### src/rtl/core_pkg.sv
// Shared core types: data width, ALU/MulDiv opcodes and the MulDiv FSM state encoding.
package core_pkg;

  localparam int unsigned XLEN = 32;

  typedef logic [XLEN-1:0] data_t;
  typedef logic            bool_t;

  typedef enum logic [3:0] {
    AluAdd, AluSub, AluAnd, AluOr, AluXor, AluSll, AluSrl, AluSra, AluSlt, AluSltu
  } alu_op_e;

  typedef enum logic [2:0] {
    MdMul    = 3'd0,
    MdMulh   = 3'd1,
    MdMulhsu = 3'd2,
    MdMulhu  = 3'd3,
    MdDiv    = 3'd4,
    MdDivu   = 3'd5,
    MdRem    = 3'd6,
    MdRemu   = 3'd7
  } muldiv_op_e;

  typedef logic [1:0] muldiv_state_t;
  localparam muldiv_state_t IDLE = 2'd0;
  localparam muldiv_state_t CALC = 2'd1;
  localparam muldiv_state_t DONE = 2'd2;

  function automatic logic op_signed_a(input logic [2:0] op);
    return op inside {MdMul, MdMulh, MdMulhsu, MdDiv, MdRem};
  endfunction

  function automatic logic op_signed_b(input logic [2:0] op);
    return op inside {MdMul, MdMulh, MdDiv, MdRem};
  endfunction

endpackage

### src/rtl/muldiv_fixup.sv
// Combinational sign handling for muldiv_unit: operand magnitudes and a negate flag on the
// way in, sign correction and result selection on the way out.
module muldiv_fixup #(
  parameter int unsigned XLEN = 32
) (
  input  logic [2:0]        op,
  input  logic [XLEN-1:0]   a,
  input  logic [XLEN-1:0]   b,
  output logic [XLEN-1:0]   mag_a,
  output logic [XLEN-1:0]   mag_b,
  output logic              neg,
  input  logic [2:0]        res_op,
  input  logic              res_neg,
  input  logic [2*XLEN-1:0] res_raw,
  output logic [XLEN-1:0]   res
);
  import core_pkg::*;

  logic              sa;
  logic              sb;
  logic [2*XLEN-1:0] prod;
  logic [XLEN-1:0]   div_val;

  always_comb begin
    sa    = op_signed_a(op) & a[XLEN-1];
    sb    = op_signed_b(op) & b[XLEN-1];
    mag_a = sa ? -a : a;
    mag_b = sb ? -b : b;
    // Remainder takes the dividend's sign; everything else the xor of both signs.
    neg   = (op inside {MdRem, MdRemu}) ? sa : (sa ^ sb);
  end

  always_comb begin
    prod    = res_neg ? -res_raw : res_raw;
    div_val = res_op[1] ? res_raw[2*XLEN-1:XLEN] : res_raw[XLEN-1:0];
    if (res_op[2]) begin
      res = res_neg ? -div_val : div_val;
    end else if (res_op == MdMul) begin
      res = prod[XLEN-1:0];
    end else begin
      res = prod[2*XLEN-1:XLEN];
    end
  end

endmodule

### src/rtl/muldiv_unit.sv
// Multi-cycle RV32M unit: shift-add multiply and restoring divide, one op at a time.
// Optional MULDIV_FAST_MUL_EN: single-cycle multiplies via one 33x33 signed multiplier.
module muldiv_unit #(
  parameter int unsigned XLEN   = 32,
  parameter int unsigned ITER_W = 5
) (
  input  logic            clk,
  input  logic            rst_n,
  input  logic            flush,
  input  logic            req_valid,
  output logic            req_ready,
  input  logic [2:0]      req_op,
  input  logic [XLEN-1:0] req_a,
  input  logic [XLEN-1:0] req_b,
  output logic            resp_valid,
  input  logic            resp_ready,
  output logic [XLEN-1:0] resp_data,
  output logic            busy
);
  import core_pkg::*;

  muldiv_state_t     state_q, state_d;
  logic [ITER_W-1:0] counter_q, counter_d;
  logic [2:0]        op_q, op_d;
  logic              neg_q, neg_d;
  logic [XLEN-1:0]   mcand_q, mcand_d;
  logic [2*XLEN-1:0] acc_q, acc_d;
  logic [XLEN-1:0]   resp_data_q, resp_data_d;

  logic [XLEN-1:0]   mag_a, mag_b;
  logic              neg;
  logic [2:0]        fix_op;
  logic              fix_neg;
  logic [2*XLEN-1:0] fix_raw;
  logic [XLEN-1:0]   fix_res;

  logic [XLEN:0]     mul_sum;
  logic [XLEN:0]     rem_s;
  logic [XLEN:0]     rem_diff;
  logic [2*XLEN-1:0] acc_next;
  logic              special;
  logic              ovf;
  logic [XLEN-1:0]   spec_res;

  // One iteration of either algorithm; acc holds {hi, lo} = {partial/remainder, mplier/quotient}.
  always_comb begin
    mul_sum  = {1'b0, acc_q[2*XLEN-1:XLEN]} + (acc_q[0] ? {1'b0, mcand_q} : '0);
    rem_s    = {acc_q[2*XLEN-1:XLEN], acc_q[XLEN-1]};
    rem_diff = rem_s - {1'b0, mcand_q};
    if (!op_q[2]) begin
      acc_next = {mul_sum, acc_q[XLEN-1:1]};
    end else if (rem_s >= {1'b0, mcand_q}) begin
      acc_next = {rem_diff[XLEN-1:0], acc_q[XLEN-2:0], 1'b1};
    end else begin
      acc_next = {rem_s[XLEN-1:0], acc_q[XLEN-2:0], 1'b0};
    end
  end

  always_comb begin
    ovf      = (req_op inside {MdDiv, MdRem}) && (req_a == {1'b1, {(XLEN-1){1'b0}}}) && (&req_b);
    special  = req_op[2] && ((req_b == '0) || ovf);
    if (req_b == '0) spec_res = req_op[1] ? req_a : '1;
    else             spec_res = req_op[1] ? '0 : req_a;
  end

`ifdef MULDIV_FAST_MUL_EN
  logic signed [XLEN:0]     fast_a, fast_b;
  logic signed [2*XLEN+1:0] fast_prod;

  always_comb begin
    fast_a    = {op_signed_a(req_op) & req_a[XLEN-1], req_a};
    fast_b    = {op_signed_b(req_op) & req_b[XLEN-1], req_b};
    fast_prod = fast_a * fast_b;
    fix_op    = (state_q == IDLE) ? req_op : op_q;
    fix_neg   = (state_q == IDLE) ? 1'b0 : neg_q;
    fix_raw   = (state_q == IDLE) ? fast_prod[2*XLEN-1:0] : acc_next;
  end
`else
  always_comb begin
    fix_op  = op_q;
    fix_neg = neg_q;
    fix_raw = acc_next;
  end
`endif

  muldiv_fixup #(
    .XLEN (XLEN)
  ) u_fixup (
    .op      (req_op),
    .a       (req_a),
    .b       (req_b),
    .mag_a   (mag_a),
    .mag_b   (mag_b),
    .neg     (neg),
    .res_op  (fix_op),
    .res_neg (fix_neg),
    .res_raw (fix_raw),
    .res     (fix_res)
  );

  always_comb begin
    state_d     = state_q;
    counter_d   = counter_q;
    op_d        = op_q;
    neg_d       = neg_q;
    mcand_d     = mcand_q;
    acc_d       = acc_q;
    resp_data_d = resp_data_q;
    if (flush) begin
      state_d   = IDLE;
      counter_d = '0;
    end else begin
      unique case (state_q)
        IDLE: begin
          if (req_valid) begin
            op_d      = req_op;
            neg_d     = neg;
            mcand_d   = mag_b;
            acc_d     = {{XLEN{1'b0}}, mag_a};
            counter_d = '0;
            if (special) begin
              resp_data_d = spec_res;
              state_d     = DONE;
`ifdef MULDIV_FAST_MUL_EN
            end else if (!req_op[2]) begin
              resp_data_d = fix_res;
              state_d     = DONE;
`endif
            end else begin
              state_d = CALC;
            end
          end
        end
        CALC: begin
          acc_d = acc_next;
          if (counter_q == ITER_W'(XLEN-1)) begin
            resp_data_d = fix_res;
            counter_d   = '0;
            state_d     = DONE;
          end else begin
            counter_d = counter_q + 1'b1;
          end
        end
        DONE: begin
          if (resp_ready) state_d = IDLE;
        end
        default: state_d = IDLE;
      endcase
    end
  end

  always_ff @(posedge clk or negedge rst_n) begin
    if (!rst_n) begin
      state_q     <= IDLE;
      counter_q   <= '0;
      op_q        <= '0;
      neg_q       <= 1'b0;
      mcand_q     <= '0;
      acc_q       <= '0;
      resp_data_q <= '0;
    end else begin
      state_q     <= state_d;
      counter_q   <= counter_d;
      op_q        <= op_d;
      neg_q       <= neg_d;
      mcand_q     <= mcand_d;
      acc_q       <= acc_d;
      resp_data_q <= resp_data_d;
    end
  end

  assign req_ready  = (state_q == IDLE);
  assign resp_valid = (state_q == DONE);
  assign busy       = (state_q != IDLE);
  assign resp_data  = resp_data_q;

endmodule

### config.mk
export PLATFORM = sky130hd
export DESIGN_NAME = muldiv_unit
export DESIGN_NICKNAME = d
export VERILOG_FILES = /design/src/rtl/core_pkg.sv /design/src/rtl/muldiv_fixup.sv /design/src/rtl/muldiv_unit.sv
export SDC_FILE = /design/constraint.sdc
export NUM_CORES = 1
export LEC_CHECK = 0
export ABC_CLOCK_PERIOD_IN_PS = 6300
export CAP_MARGIN = 20
export CORE_ASPECT_RATIO = 0.9
export CORE_MARGIN = 3
export CORE_UTILIZATION = 55
export DETAILED_ROUTE_END_ITERATION = 10
export PLACE_DENSITY = 0.71
export SLEW_MARGIN = 0
export SYNTH_ARGS = -nofsm -noshare
export SYNTH_HDL_FRONTEND = slang
export SYNTH_HIERARCHICAL = 1
export SYNTH_SLANG_ARGS = --single-unit
### constraint.sdc
create_clock -name clk -period 6.3 [get_ports clk]
set_input_delay 1.26 -clock clk [delete_from_list [all_inputs] [get_ports clk]]
set_output_delay 1.26 -clock clk [all_outputs]
set_load 0.03 [all_outputs]
==> metrics.txt <==
met3 Use GR=0.08302; M2 GR Usage=0.5496; startpoint type of the worst setup path=flip-flop; Initial Utilization=0.5619; grt peak-use layer=met1; Arr. time, crit path=roughly 6.3 ns; min Tclk post-route=5.978 ns; Hold Fails Final Rpt=0; final setup TNS=0 ns; post-DP HPWL=47.04 mm; Die Span Y=about 170 um; pin count of the biggest net entering global routing=90; Final setup viols=0; Peak Freq=around 170 MHz; Warnings, synthesis=6; DRT iter0 DRCs=around 2400; met1 global-route usage=0.5644; WHS=about 0.5 ns; final antenna-violating net count=0; fraction of layout cells with a size suffix above 1=0.09139; synth unique cells=94; Clock transition at path regs=around 0.060 ns; CTS tree=yes; Area growth syn-to-layout=13.21%; vias in the first global route=about 16000; total power density per cell area=549.8 nW/um2; Relative slew margins=0.2801; post-CTS sizing=0; Mean Syn Cell Area=7.481 um2; status=complete, no violations; Core Area=around 29000 um2; # fillers=around 2600; Worst Skew=approximately 0.014 ns; Pre-antenna DRT Iters=6; max incr delay on CP=~0.7 ns; Synth top area share=0.2123; drt total wl=about 63 mm; commonest non-fill, non-tap cells in the layout=nand2_1 (226), a21oi_1 (201), nor2_1 (196), o21ai_0 (146), dfrtp_1 (136); multi-input logic area=12090 um2; Clock Latency Late Sink=between 0.4 and 0.5 ns; Leak Pwr=about 7.6 nW; grt ovf=0; first-pass GRT wire length=a little under 100 mm; clk root buf=clkbuf_16; synthesized instance count=roughly 2200; Seq/Total Area, Yosys=0.2123; Setup crit end kind=flip-flop; routed vias=18000; CTS H-tree depth=4; Post-synth EDFFs=0; post-CTS setup buffer count=0; I/O Pins=107; async set or reset register ratio after synthesis=1.000; Die X=between 150 and 200 um; CTS Hold Buffers Added=0; Clock Path Buffers=2; Crit Path Class=reg2reg; vias per inst=6.791; cell area after synthesis=~16000 um2; leading area contributor after synthesis=dfrtp_1; period utilization=0.9488; gr usage total=0.3818; nets@finish=approximately 2400; ys flop type=dfrtp_1; Hold WC Path Type=reg2reg; antenna violations before repair=2; Routed WL per cell=between 20 and 25 um; Rows=just under 60; clock sink count=roughly 140; Crit-path slowest cell=o311ai_1; worst slew pin tran=approximately 1.1 ns; Critical Path RT=between 6 and 7 ns; Synth area leaders=dfrtp_1 (21%), a21oi_1 (6.1%), mux2i_1 (5.4%), ha_1 (5.3%), xnor2_1 (5.2%); max_cap viols=0; FF+latch count, synth=roughly 140; syn nets=about 2300; DR DRC count=0; Register Area=3485 um2; die area=31900 um2; CTS buffer count=17; critical-path cell list=and2_1 -> ha_1 -> fa_1 -> a21oi_1 -> nor2_1 -> o311ai_1 -> nand3_1 -> a221oi_1 -> buf_4 -> o31a_1 -> xnor2_1 -> nand2_1 -> o21ai_1 -> nor3_1 -> buf_4 -> nand3_1 -> nand3b_1 -> buf_4 -> or3_1 -> a21oi_1 -> o22ai_1 -> a21oi_1 -> a21oi_1; unrepaired setup endpoints after global routing=false; port buffer count=roughly 110; most used cell, CP=a21oi_1; most common cell after layout, fill and taps aside=nand2_1; RD Place Congestion=between 1 and 1.5; maximum net fanout on the critical path=8; Max Slew Vio Count=0; maximum vdd drop=roughly 0.00033 V
-- power breakdown --
part | switching [mW] | internal [mW] | leakage (nW)
logic | 4.65 | 2.87 | 5.57
clock network | 0.465 | 0.602 | 0.284
registers | 0.379 | 1.23 | 1.73
total | 5.50 | 4.70 | 7.59
-- cell families (layout without fill, tap and decap cells) --
family,after synthesis,in the layout,synth area share
simple gates,793,793,0.2425
compound gates,668,668,0.2616
buf+inv,216,280,0.05315
xor+xnor,171,171,0.09141
flops,139,139,0.2123
mux,131,131,0.08324
fa+ha+maj,72,72,0.05590
other cells,0,1,0
-- worst paths after layout --
check                         start       endpoint  slack, ns  cells after the start
min in group asynchronous     rst_n    mcand_q[27]       0.65                      1
hold / removal             acc_q[5]       acc_q[5]       0.50                      2
setup reg to reg           acc_q[0]  resp_data[26]       0.32                     23
hold reg to reg            acc_q[5]       acc_q[5]       0.50                      2
max in group asynchronous     rst_n      fix_op[1]       4.40                      2
setup / recovery           acc_q[0]  resp_data[26]       0.32                     23
-- cell usage after synthesis, types with 6 or more instances --
master      n
o31a_1      7
o221ai_1    9
o21ai_1    21
a211oi_1   47
nand2b_1   17
buf_1      15
xor2_1     73
o21bai_1    7
clkbuf_1  106
and4_1      7
a22o_1     22
or2_2      11
a31oi_1    26
and3_1     26
o22ai_1     7
inv_1      66
o41ai_1    14
nor3_1     46
a21o_1     29
o31ai_1    35
a22oi_1    10
or3_1      21
o211ai_1   11
dfrtp_1   139
a21oi_1   201
nand2_1   226
a41oi_1     6
and2_1     41
o21ai_0   146
or4_1      22
xnor2_1    98
mux2i_1    89
nor4_1     46
o21a_1     10
buf_2      21
nand4_1    33
nand3_1    39
nor3b_1     8
nor2b_1    14
mux2_2     42
nor2_1    197
nand3b_1    7
ha_1       70
-- sequential cells by signal (all words and copies together), names as in the netlist --
signal,cells
fix_op,3
acc_q,64
mcand_q,32
state_q,2
resp_data,32
counter_q,5
fix_neg,1
-- metrics by stage --
step / instance area [um2] / setup slack (ns) / utilization / std cells / total power, mW
CTS: 18520 / 0.4482 / 0.6351 / 2650 / 9.941
floorplan: 16380 / 1.152 / - / 2190 / 6.568
finish: 18550 / 0.3224 / 0.6361 / 2651 / 10.20
global placement: 17910 / 0.6051 / 0.6141 / 2617 / 8.765
detailed placement: 17920 / 0.4975 / 0.6145 / 2618 / 8.828
global route: 18550 / 0.01482 / 0.6360 / 2650 / 10.82
-- layer usage --
metal	routed length [um]	vias up
met5	0	-
met4	2233	0
met3	7084	131
met2	26110	1095
met1	27300	8607
li1	-	8169
-- final cells by class --
class | count | share of cell area
Clock inverter | 14 | 0.008702
Multi-Input combinational cell | 1835 | 0.6517
Clock buffer | 18 | 0.02368
Sequential cell | 139 | 0.1879
Tap cell | 396 | 0.02671
Timing Repair Buffer | 180 | 0.08742
Antenna cell | 1 | 0.0001349
Inverter | 68 | 0.01376
-- critical path: cells and delay by family (launching register included) --
kind,cells,cell delay [ns]
XOR/XNOR,1,0.09
flip-flops,1,0.48
AO/OA/AOI/OAI,9,2.14
adder cells (fa/ha/maj),2,0.63
AND/OR/NAND/NOR,8,1.89
buffers and inverters,3,0.58
No activity file was read; power rests on OpenSTA's default activity.
